### src/rtl/au_arbiter.sv
`default_nettype none
// ============================================================================
// Module      : au_arbiter
// Description : Two-port round-robin arbiter and sequencer for the shared AU.
//               Screens NOP/div-by-zero/illegal opcodes and returns results.
// Revision    : 1.0 - initial release
// ============================================================================
module au_arbiter #(
  parameter int DW = 16,
  parameter int OW = 3
) (
  input  logic          clk,
  input  logic          reset,
  input  logic          req0_valid,
  output logic          req0_ready,
  input  logic [OW-1:0] req0_mode,
  input  logic [DW-1:0] req0_a,
  input  logic [DW-1:0] req0_b,
  input  logic          req1_valid,
  output logic          req1_ready,
  input  logic [OW-1:0] req1_mode,
  input  logic [DW-1:0] req1_a,
  input  logic [DW-1:0] req1_b,
  output logic          rsp0_valid,
  input  logic          rsp0_ready,
  output logic          rsp1_valid,
  input  logic          rsp1_ready,
  output logic [DW-1:0] rsp_data,
  output logic          rsp_err,
  output logic          AU_op_enable,
  output logic [OW-1:0] AU_mode,
  output logic [DW-1:0] AU_in_1,
  output logic [DW-1:0] AU_in_2,
  input  logic [DW-1:0] AU_out,
  output logic          busy,
  output logic [15:0]   ops_done
);

  localparam logic [OW-1:0] c_OP_NOP  = OW'(0);
  localparam logic [OW-1:0] c_OP_ADD  = OW'(1);
  localparam logic [OW-1:0] c_OP_SUB  = OW'(2);
  localparam logic [OW-1:0] c_OP_MULT = OW'(3);
  localparam logic [OW-1:0] c_OP_DIV  = OW'(4);

  typedef enum logic [1:0] {
    S_IDLE  = 2'd0,
    S_SETUP = 2'd1,
    S_FIRE  = 2'd2,
    S_RESP  = 2'd3
  } state_t;

  state_t        r_state;
  logic          r_last_grant;
  logic          r_grant;

  logic          w_idle;
  logic          w_sel;
  logic          w_accept;
  logic          w_fires;
  logic          w_b_zero;
  logic [OW-1:0] w_mode;
  logic [DW-1:0] w_a;
  logic [DW-1:0] w_b;

  // Round-robin pick: a lone valid wins, otherwise the port not granted last.
  always_comb begin
    w_idle = (r_state == S_IDLE);
    if (req0_valid && !req1_valid)
      w_sel = 1'b0;
    else if (req1_valid && !req0_valid)
      w_sel = 1'b1;
    else
      w_sel = ~r_last_grant;
    w_mode   = w_sel ? req1_mode : req0_mode;
    w_a      = w_sel ? req1_a    : req0_a;
    w_b      = w_sel ? req1_b    : req0_b;
    w_accept = w_idle && (w_sel ? req1_valid : req0_valid);
    w_b_zero = (w_b == '0);
    w_fires  = (w_mode == c_OP_ADD) || (w_mode == c_OP_SUB) ||
               (w_mode == c_OP_MULT) || ((w_mode == c_OP_DIV) && !w_b_zero);
  end

  assign req0_ready = w_idle && !w_sel;
  assign req1_ready = w_idle && w_sel;

  always_ff @(posedge clk or posedge reset) begin
    if (reset) begin
      r_state      <= S_IDLE;
      r_last_grant <= 1'b1;
      r_grant      <= 1'b0;
      AU_op_enable <= 1'b0;
      AU_mode      <= '0;
      AU_in_1      <= '0;
      AU_in_2      <= '0;
      rsp0_valid   <= 1'b0;
      rsp1_valid   <= 1'b0;
      rsp_data     <= '0;
      rsp_err      <= 1'b0;
      busy         <= 1'b0;
      ops_done     <= 16'd0;
    end else begin
      case (r_state)
        S_IDLE: begin
          if (w_accept) begin
            AU_mode      <= w_mode;
            AU_in_1      <= w_a;
            AU_in_2      <= w_b;
            r_last_grant <= w_sel;
            r_grant      <= w_sel;
            busy         <= 1'b1;
            if (w_fires) begin
              r_state <= S_SETUP;
            end else begin
              // Screened ops answer immediately without touching the AU.
              r_state    <= S_RESP;
              rsp_data   <= (w_mode == c_OP_DIV) ? {DW{1'b1}} : {DW{1'b0}};
              rsp_err    <= (w_mode != c_OP_NOP);
              rsp0_valid <= ~w_sel;
              rsp1_valid <= w_sel;
            end
          end
        end
        S_SETUP: begin
          r_state      <= S_FIRE;
          AU_op_enable <= 1'b1;
        end
        S_FIRE: begin
          r_state      <= S_RESP;
          AU_op_enable <= 1'b0;
          rsp_data     <= AU_out;
          rsp_err      <= 1'b0;
          ops_done     <= ops_done + 16'd1;
          rsp0_valid   <= ~r_grant;
          rsp1_valid   <= r_grant;
        end
        S_RESP: begin
          if (r_grant ? rsp1_ready : rsp0_ready) begin
            r_state    <= S_IDLE;
            rsp0_valid <= 1'b0;
            rsp1_valid <= 1'b0;
            busy       <= 1'b0;
          end
        end
        default: begin
          r_state <= S_IDLE;
          busy    <= 1'b0;
        end
      endcase
    end
  end

endmodule
`default_nettype wire
### config.mk
export PLATFORM = sky130hd
export DESIGN_NAME = au_arbiter
export DESIGN_NICKNAME = d
export VERILOG_FILES = /design/src/rtl/au_arbiter.sv
export SDC_FILE = /design/constraint.sdc
export NUM_CORES = 1
export LEC_CHECK = 0
export BUFFER_PORTS_ARGS = -buffer_cell sky130_fd_sc_hd__buf_2
export CORE_ASPECT_RATIO = 0.75
export CORE_MARGIN = 8
export CORE_UTILIZATION = 43
export CTS_BUF_LIST = sky130_fd_sc_hd__clkbuf_4 sky130_fd_sc_hd__clkbuf_8
export DETAILED_ROUTE_END_ITERATION = 7
export PLACE_DENSITY = 0.79
export SLEW_MARGIN = 20
export SYNTH_ARGS = -nofsm -noshare
export SYNTH_HDL_FRONTEND = slang
export SYNTH_SLANG_ARGS = --single-unit
### constraint.sdc
create_clock -name clk -period 3.3 [get_ports clk]
set_clock_uncertainty 0.1 [all_clocks]
set_input_delay 0.495 -clock clk [delete_from_list [all_inputs] [get_ports clk]]
set_output_delay 0.495 -clock clk [all_outputs]
set_load 0.1 [all_outputs]
# Word-level counts from Yosys, hierarchy flattened

Cells that the tools add are included.

Mux-type cells: 28
Equality and inequality tests: 10
Shifts and indexed selects: 0
Divide/modulo/power cells: 0
Bitwise operators: 3
Order comparisons: 0
Multiply operators: 0
$add $sub $neg: 1
Reductions and logical operators: 25

Operators with widths:

| operator              | count |
|---|---|
| $mux 16               | 5 |
| $pmux 16 s2           | 1 |
| $add 16x1->16 const B | 1 |
| $logic_not 16->1      | 1 |
| $mux 1                | 12 |
| $pmux 2 s4            | 1 |
| $eq 3x2->1 const B    | 2 |
| $logic_and 1x1->1     | 6 |
| $mux 2                | 3 |
| $pmux 1 s2            | 3 |
| $pmux 1 s3            | 2 |
| $reduce_and 3->1      | 2 |
| $reduce_bool 2->1     | 3 |
| $reduce_bool 3->1     | 2 |
| $eq 2x2->1 const B    | 2 |
| $logic_not 1->1       | 4 |
| $ne 2x2->1 const B    | 2 |
| $reduce_and 2->1      | 2 |
| $reduce_and 4->1      | 1 |
| $eq 3x1->1 const B    | 1 |
| $eq 3x3->1 const B    | 1 |
| $logic_or 1x1->1      | 3 |
| $mux 3                | 1 |
| $not 1->1             | 3 |
| 3 further kinds       | 3 |

Latch bits: 0
Memories: 0
Bits in writable memories: 0
Register bits after elaboration: 76
Output and inout bits: 74
Logic and storage cells: 80
Memory bits (read-only): 0
Input bits: 92

# Longest topological paths before layout

Depth after elaboration: 12
Gate-level depth with buffers: 11
Mapped depth without buffers: 8

# Worst setup path before layout

No wires, ideal clock.

Path type: input to output
Start: input req1_valid
End: output req0_ready
Required time: 2.705 ns
Data arrival time: 2.470 ns
Buffers on the path: 4
Path slack: 0.235 ns
Cell stages on the path: 7
Cell sequence: buf_2 nor2b_1 a21o_1 buf_6 buf_6 buf_1 and2_1

Word-level cells in the longest chain between the ends: 5
Elaborated cells between the ends (all ways): 7
Classes of those cells: mux (2); reduce/logical (5)

RTL lines:

| what                                                 | line   | source |
|---|---|---|
| start, declared                                      | 19     | `input logic req1_valid,` |
| $logic_and 1x1->1 or $logic_not 1->1 (tied branches) | 70, 68 |  |
| $mux 1 or $logic_and 1x1->1 (tied branches)          | 70, 68 |  |
| $mux 1 *                                             | 68     | `if (req0_valid && !req1_valid)` |
| $logic_not 1->1 *                                    | 83     | `assign req0_ready = w_idle && !w_sel;` |
| $logic_and 1x1->1 *                                  | 83     |  |
| end, declared                                        | 15     | `output logic req0_ready,` |

Every way passes the cells marked *; elsewhere a longest branch is shown, timed or not.

# Final worst setup path

Start: register r_last_grant
End: register rsp1_valid

Word-level cells in the longest chain between the ends: 10
Elaborated cells between the ends (all ways): 23
Classes of those cells: eq/ne (6); mux (8); bitwise (1); reduce/logical (8)

RTL lines:

| what                                                  | line   | source |
|---|---|---|
| start, declared                                       | 53     | `logic r_last_grant;` |
| start signal, assigned                                | 108    | `r_last_grant <= w_sel;` |
| $not 1->1 *                                           | 73     | `w_sel = ~r_last_grant;` |
| $mux 1 *                                              | 70     | `else if (req1_valid && !req0_valid)` |
| $mux 1 *                                              | 68     |  |
| $mux 16 or $mux 3 (tied branches)                     | 76, 74 |  |
| $logic_not 16->1, or another cell as far along        | 78     | `w_b_zero = (w_b == '0);` |
| $logic_not 1->1 or $logic_or 1x1->1 (tied branches)   | 80, 79 |  |
| $logic_and 1x1->1 or $logic_or 1x1->1 (tied branches) | 80, 79 |  |
| $logic_or 1x1->1                                      | 80     | `(w_mode == c_OP_MULT) \|\| ((w_mode == c_OP_DIV) && !w_b_zero);` |
| $ne 2x2->1 (no source line)                           | n/a    |  |
| $reduce_and 4->1 (no source line)                     | n/a    |  |
| end signal, assigned                                  | 119    | `rsp1_valid <= w_sel;` |
| end signal, assigned                                  | 134    | `rsp1_valid <= r_grant;` |
| end, declared                                         | 26     | `output logic rsp1_valid,` |

Every way passes the cells marked *; elsewhere a longest branch is shown, timed or not. The select of a mux whose other input is x is not followed.
A chain may end at the register's enable or synchronous reset.

==> results.py <==
metrics = {
    "place": {
        "routabilityCongestion": 0.816,
        "io_buffers": 165,
        "hpwlAfterDp_um": 8010,
    },
    "cts": {
        "postCtsSetupBuffers": 0,
        "cts_tree": "yes",
        "cts_buffers": 9,
        "cts_resized": 0,
        "h-tree-depth": 3,
        "clock_latency_ns": 0.35,
        "root_buffer": "clkbuf_8",
        "ctsHoldBuffers": 0,
        "cts_sinks": 76,
        "cts_buffer_depth": 2,
        "clk_pin_slew_worst_paths_ns": 0.08,
    },
    "worst_setup_path": {
        "end_kind": "register",
        "max_stage_delay_ns": 0.58,
        "cp-start-kind": "register",
        "critPathArrivalTime_ns": 3.04,
        "cp_data_required_time_ns": 3.43,
        "crit_type": "reg -> reg",
        "critical_path_buf_inv_count": 0,
        "path_cells": "a21o_2 -> mux2i_1 -> nand4_1 -> or3_4 -> a2111oi_2 -> mux2_1",
        "crit_slowest_cell": "dfstp_2",
        "crit_fanout": 12,
        "crit_family": "compound AO/OA/AOI/OAI gates",
    },
    "timing": {
        "fmax_ghz": 0.344,
        "worst_slew_pin_slew_ns": 0.862,
        "holdWs_ns": 0.193,
        "hold_viol": 0,
        "finalSetupTns_ns": 0,
        "setup_viol": 0,
        "fin_crit_ns": 2.91,
        "slew_headroom_pct": 42.5,
        "rsz0062_at_grt": "no",
        "maxSlewViolCount": 0,
        "fin_crit_sh_pct": 88.1,
    },
    "drt": {
        "via_per_inst": 5.00,
        "drt-total-wl_um": 10200,
        "drc_errors": 0,
        "route.vias.total": 3113,
        "firstDrtPassIters": 4,
        "drt_iter0_markers": 170,
        "post_drt_wl_per_cell_um": 16.3,
        "ant_nets": 0,
    },
    "global_routing": {
        "grt_first_pass_wirelength_um": 16400,
        "grt-ovfl-total": 0,
        "grt_pass1_vias": 3263,
        "grtUsageTotal_pct": 18.0,
        "antenna_found_initial": 0,
        "grt_max_degree": 49,
    },
    "synthesis": {
        "syn_inst": 342,
        "synth_seq_area_share_pct": 51.7,
        "yosys_register_bits": 76,
        "yosys_warnings": 0,
        "synth-edff-count": 0,
        "ys_types": 42,
        "syn_area_per_cell_um2": 10.8,
        "synthesis.area_um2": 3680,
        "synth_fp_nets": 439,
        "synthFlopType": "dfrtp_1",
        "synthArstFlopShare_pct": 100,
    },
    "layout": {
        "diodes": 0,
        "nFillCells": 745,
        "final_core_util_pct": 58.1,
        "drive_gt1_share_pct": 41.6,
        "nets": 606,
        "areaGrowthSynthToFinish_pct": 32.2,
    },
    "flow_run": {
        "drv_cap": 0,
    },
    "floorplanning": {
        "core_area_um2": 8380,
        "die-area_um2": 11800,
        "die_x_um": 123,
        "ios": 166,
        "die_h_um": 96.2,
        "rows": 29,
        "start_util_pct": 43.9,
    },
    "hold_path": {
        "hold_path_class": "in -> async",
    },
    "run_status": {
        "status": "complete, no violations",
    },
}
## area by class of cell
| class | instances | area [µm²] | area share, % |
|---|---|---|---|
| sequential | 76 | 1900 | 39.1 |
| multi-input combinational | 239 | 1650 | 33.9 |
| timing repair buffer | 175 | 913 | 18.8 |
| clock buffer | 12 | 165 | 3.39 |
| tap | 108 | 135 | 2.77 |
| clock inverter | 4 | 70.1 | 1.44 |
| inverter | 8 | 31.3 | 0.642 |
## path summary, 6_finish.rpt
kind | startpoint | end | slack, ns | cells past startpoint
min reg2reg | ops_done[15] | ops_done[15] | 0.37 | 1
max in group asynchronous | reset | rsp_data[10] | 2.18 | 3
min | reset | AU_in_1[12] | 0.19 | 2
max | r_last_grant | rsp1_valid | 0.39 | 6
min in group clk | AU_out[14] | rsp_data[14] | 0.28 | 3
max reg2reg | r_last_grant | rsp1_valid | 0.39 | 6
## worst reg2reg max path: stages (launching register included)
cell and delay (ns):
dfstp_2 0.58, a21o_2 0.36, mux2i_1 0.30, nand4_1 0.13, or3_4 0.45, a2111oi_2 0.50
mux2_1 0.37
## placed cells by master (no fill, tap or decap), drive strengths merged
cell       n
a2111oi    2
a211oi     1
a21o       1
a21oi      4
a22o       1
a22oi      1
a2bb2oi   16
a31oi      2
and2       2
and3       1
buf      175
bufinv     2
clkbuf    12
clkinv     3
dfrtp     75
dfstp      1
ha         5
inv        7
mux2       3
mux2i     39
nand2     66
nand2b     2
nand3      8
nand4      7
nor2      14
nor2b      2
nor3       1
nor3b      1
o21ai     39
o31ai      1
o32ai      1
or2        1
or3        1
or4        2
xnor2     10
xor2       5
## kinds of logic (layout without fill, tap and decap cells)
kind of cell    count (synthesis)  after routing  share of synthesized area [%]
compound gates                 69             69                           14.6
xor+xnor                       15             15                           3.57
fa+ha+maj                       5              5                           1.70
buf+inv                        27            199                           3.80
flops                          76             76                           51.7
mux                            42             42                           11.5
simple gates                  108            108                           13.2
## flip-flops by register name (all words and copies together), names as in the netlist, 2 cells and up
name,flops
AU_mode,3
r_state,2
AU_in_1,16
ops_done,16
AU_in_2,16
rsp_data,16
## synth_stat cells (2+ instances only)
| cell type | n | share of area, % |
|---|---|---|
| or4_1 | 2 | 0.41 |
| nand4_1 | 7 | 1.2 |
| a31oi_1 | 2 | 0.34 |
| dfrtp_1 | 75 | 51 |
| ha_1 | 5 | 1.7 |
| mux2_1 | 2 | 0.61 |
| inv_1 | 8 | 0.82 |
| a2bb2oi_1 | 6 | 1.4 |
| nand3_1 | 8 | 1.1 |
| nand2_1 | 66 | 6.7 |
| mux2i_1 | 39 | 11 |
| and2_1 | 2 | 0.34 |
| a2bb2oi_2 | 10 | 4.1 |
| nor2_1 | 14 | 1.4 |
| buf_6 | 5 | 1.5 |
| o21ai_0 | 38 | 5.2 |
| buf_1 | 4 | 0.41 |
| a21oi_1 | 3 | 0.41 |
| xnor2_1 | 10 | 2.4 |
| xor2_1 | 5 | 1.2 |
| clkbuf_1 | 9 | 0.92 |
| nor2b_1 | 2 | 0.34 |
## stage by stage
| stage | cell area [µm²] | std cells | setup slack, ns |
|---|---|---|---|
| 6_report | 4870 | 622 | 0.392 |
| 4_1_cts | 4870 | 622 | 0.404 |
| 2_1_floorplan | 3680 | 342 | 0.235 |
| 3_3_place_gp | 4640 | 606 | 0.238 |
| 3_5_place_dp | 4640 | 606 | 0.103 |
| 5_1_grt | 4870 | 622 | 0.253 |
## per-layer routing
layer	vias up	routed length, µm	GRT usage [%]
met3	15	649	4.40
li1	1516	-	-
met2	103	5010	29.9
met4	0	216	7.99
met5	-	0	0
met1	1479	4280	21.9
Power is not shown: default switching activity piles up to over one toggle a cycle in this logic, so the estimate is an artifact.
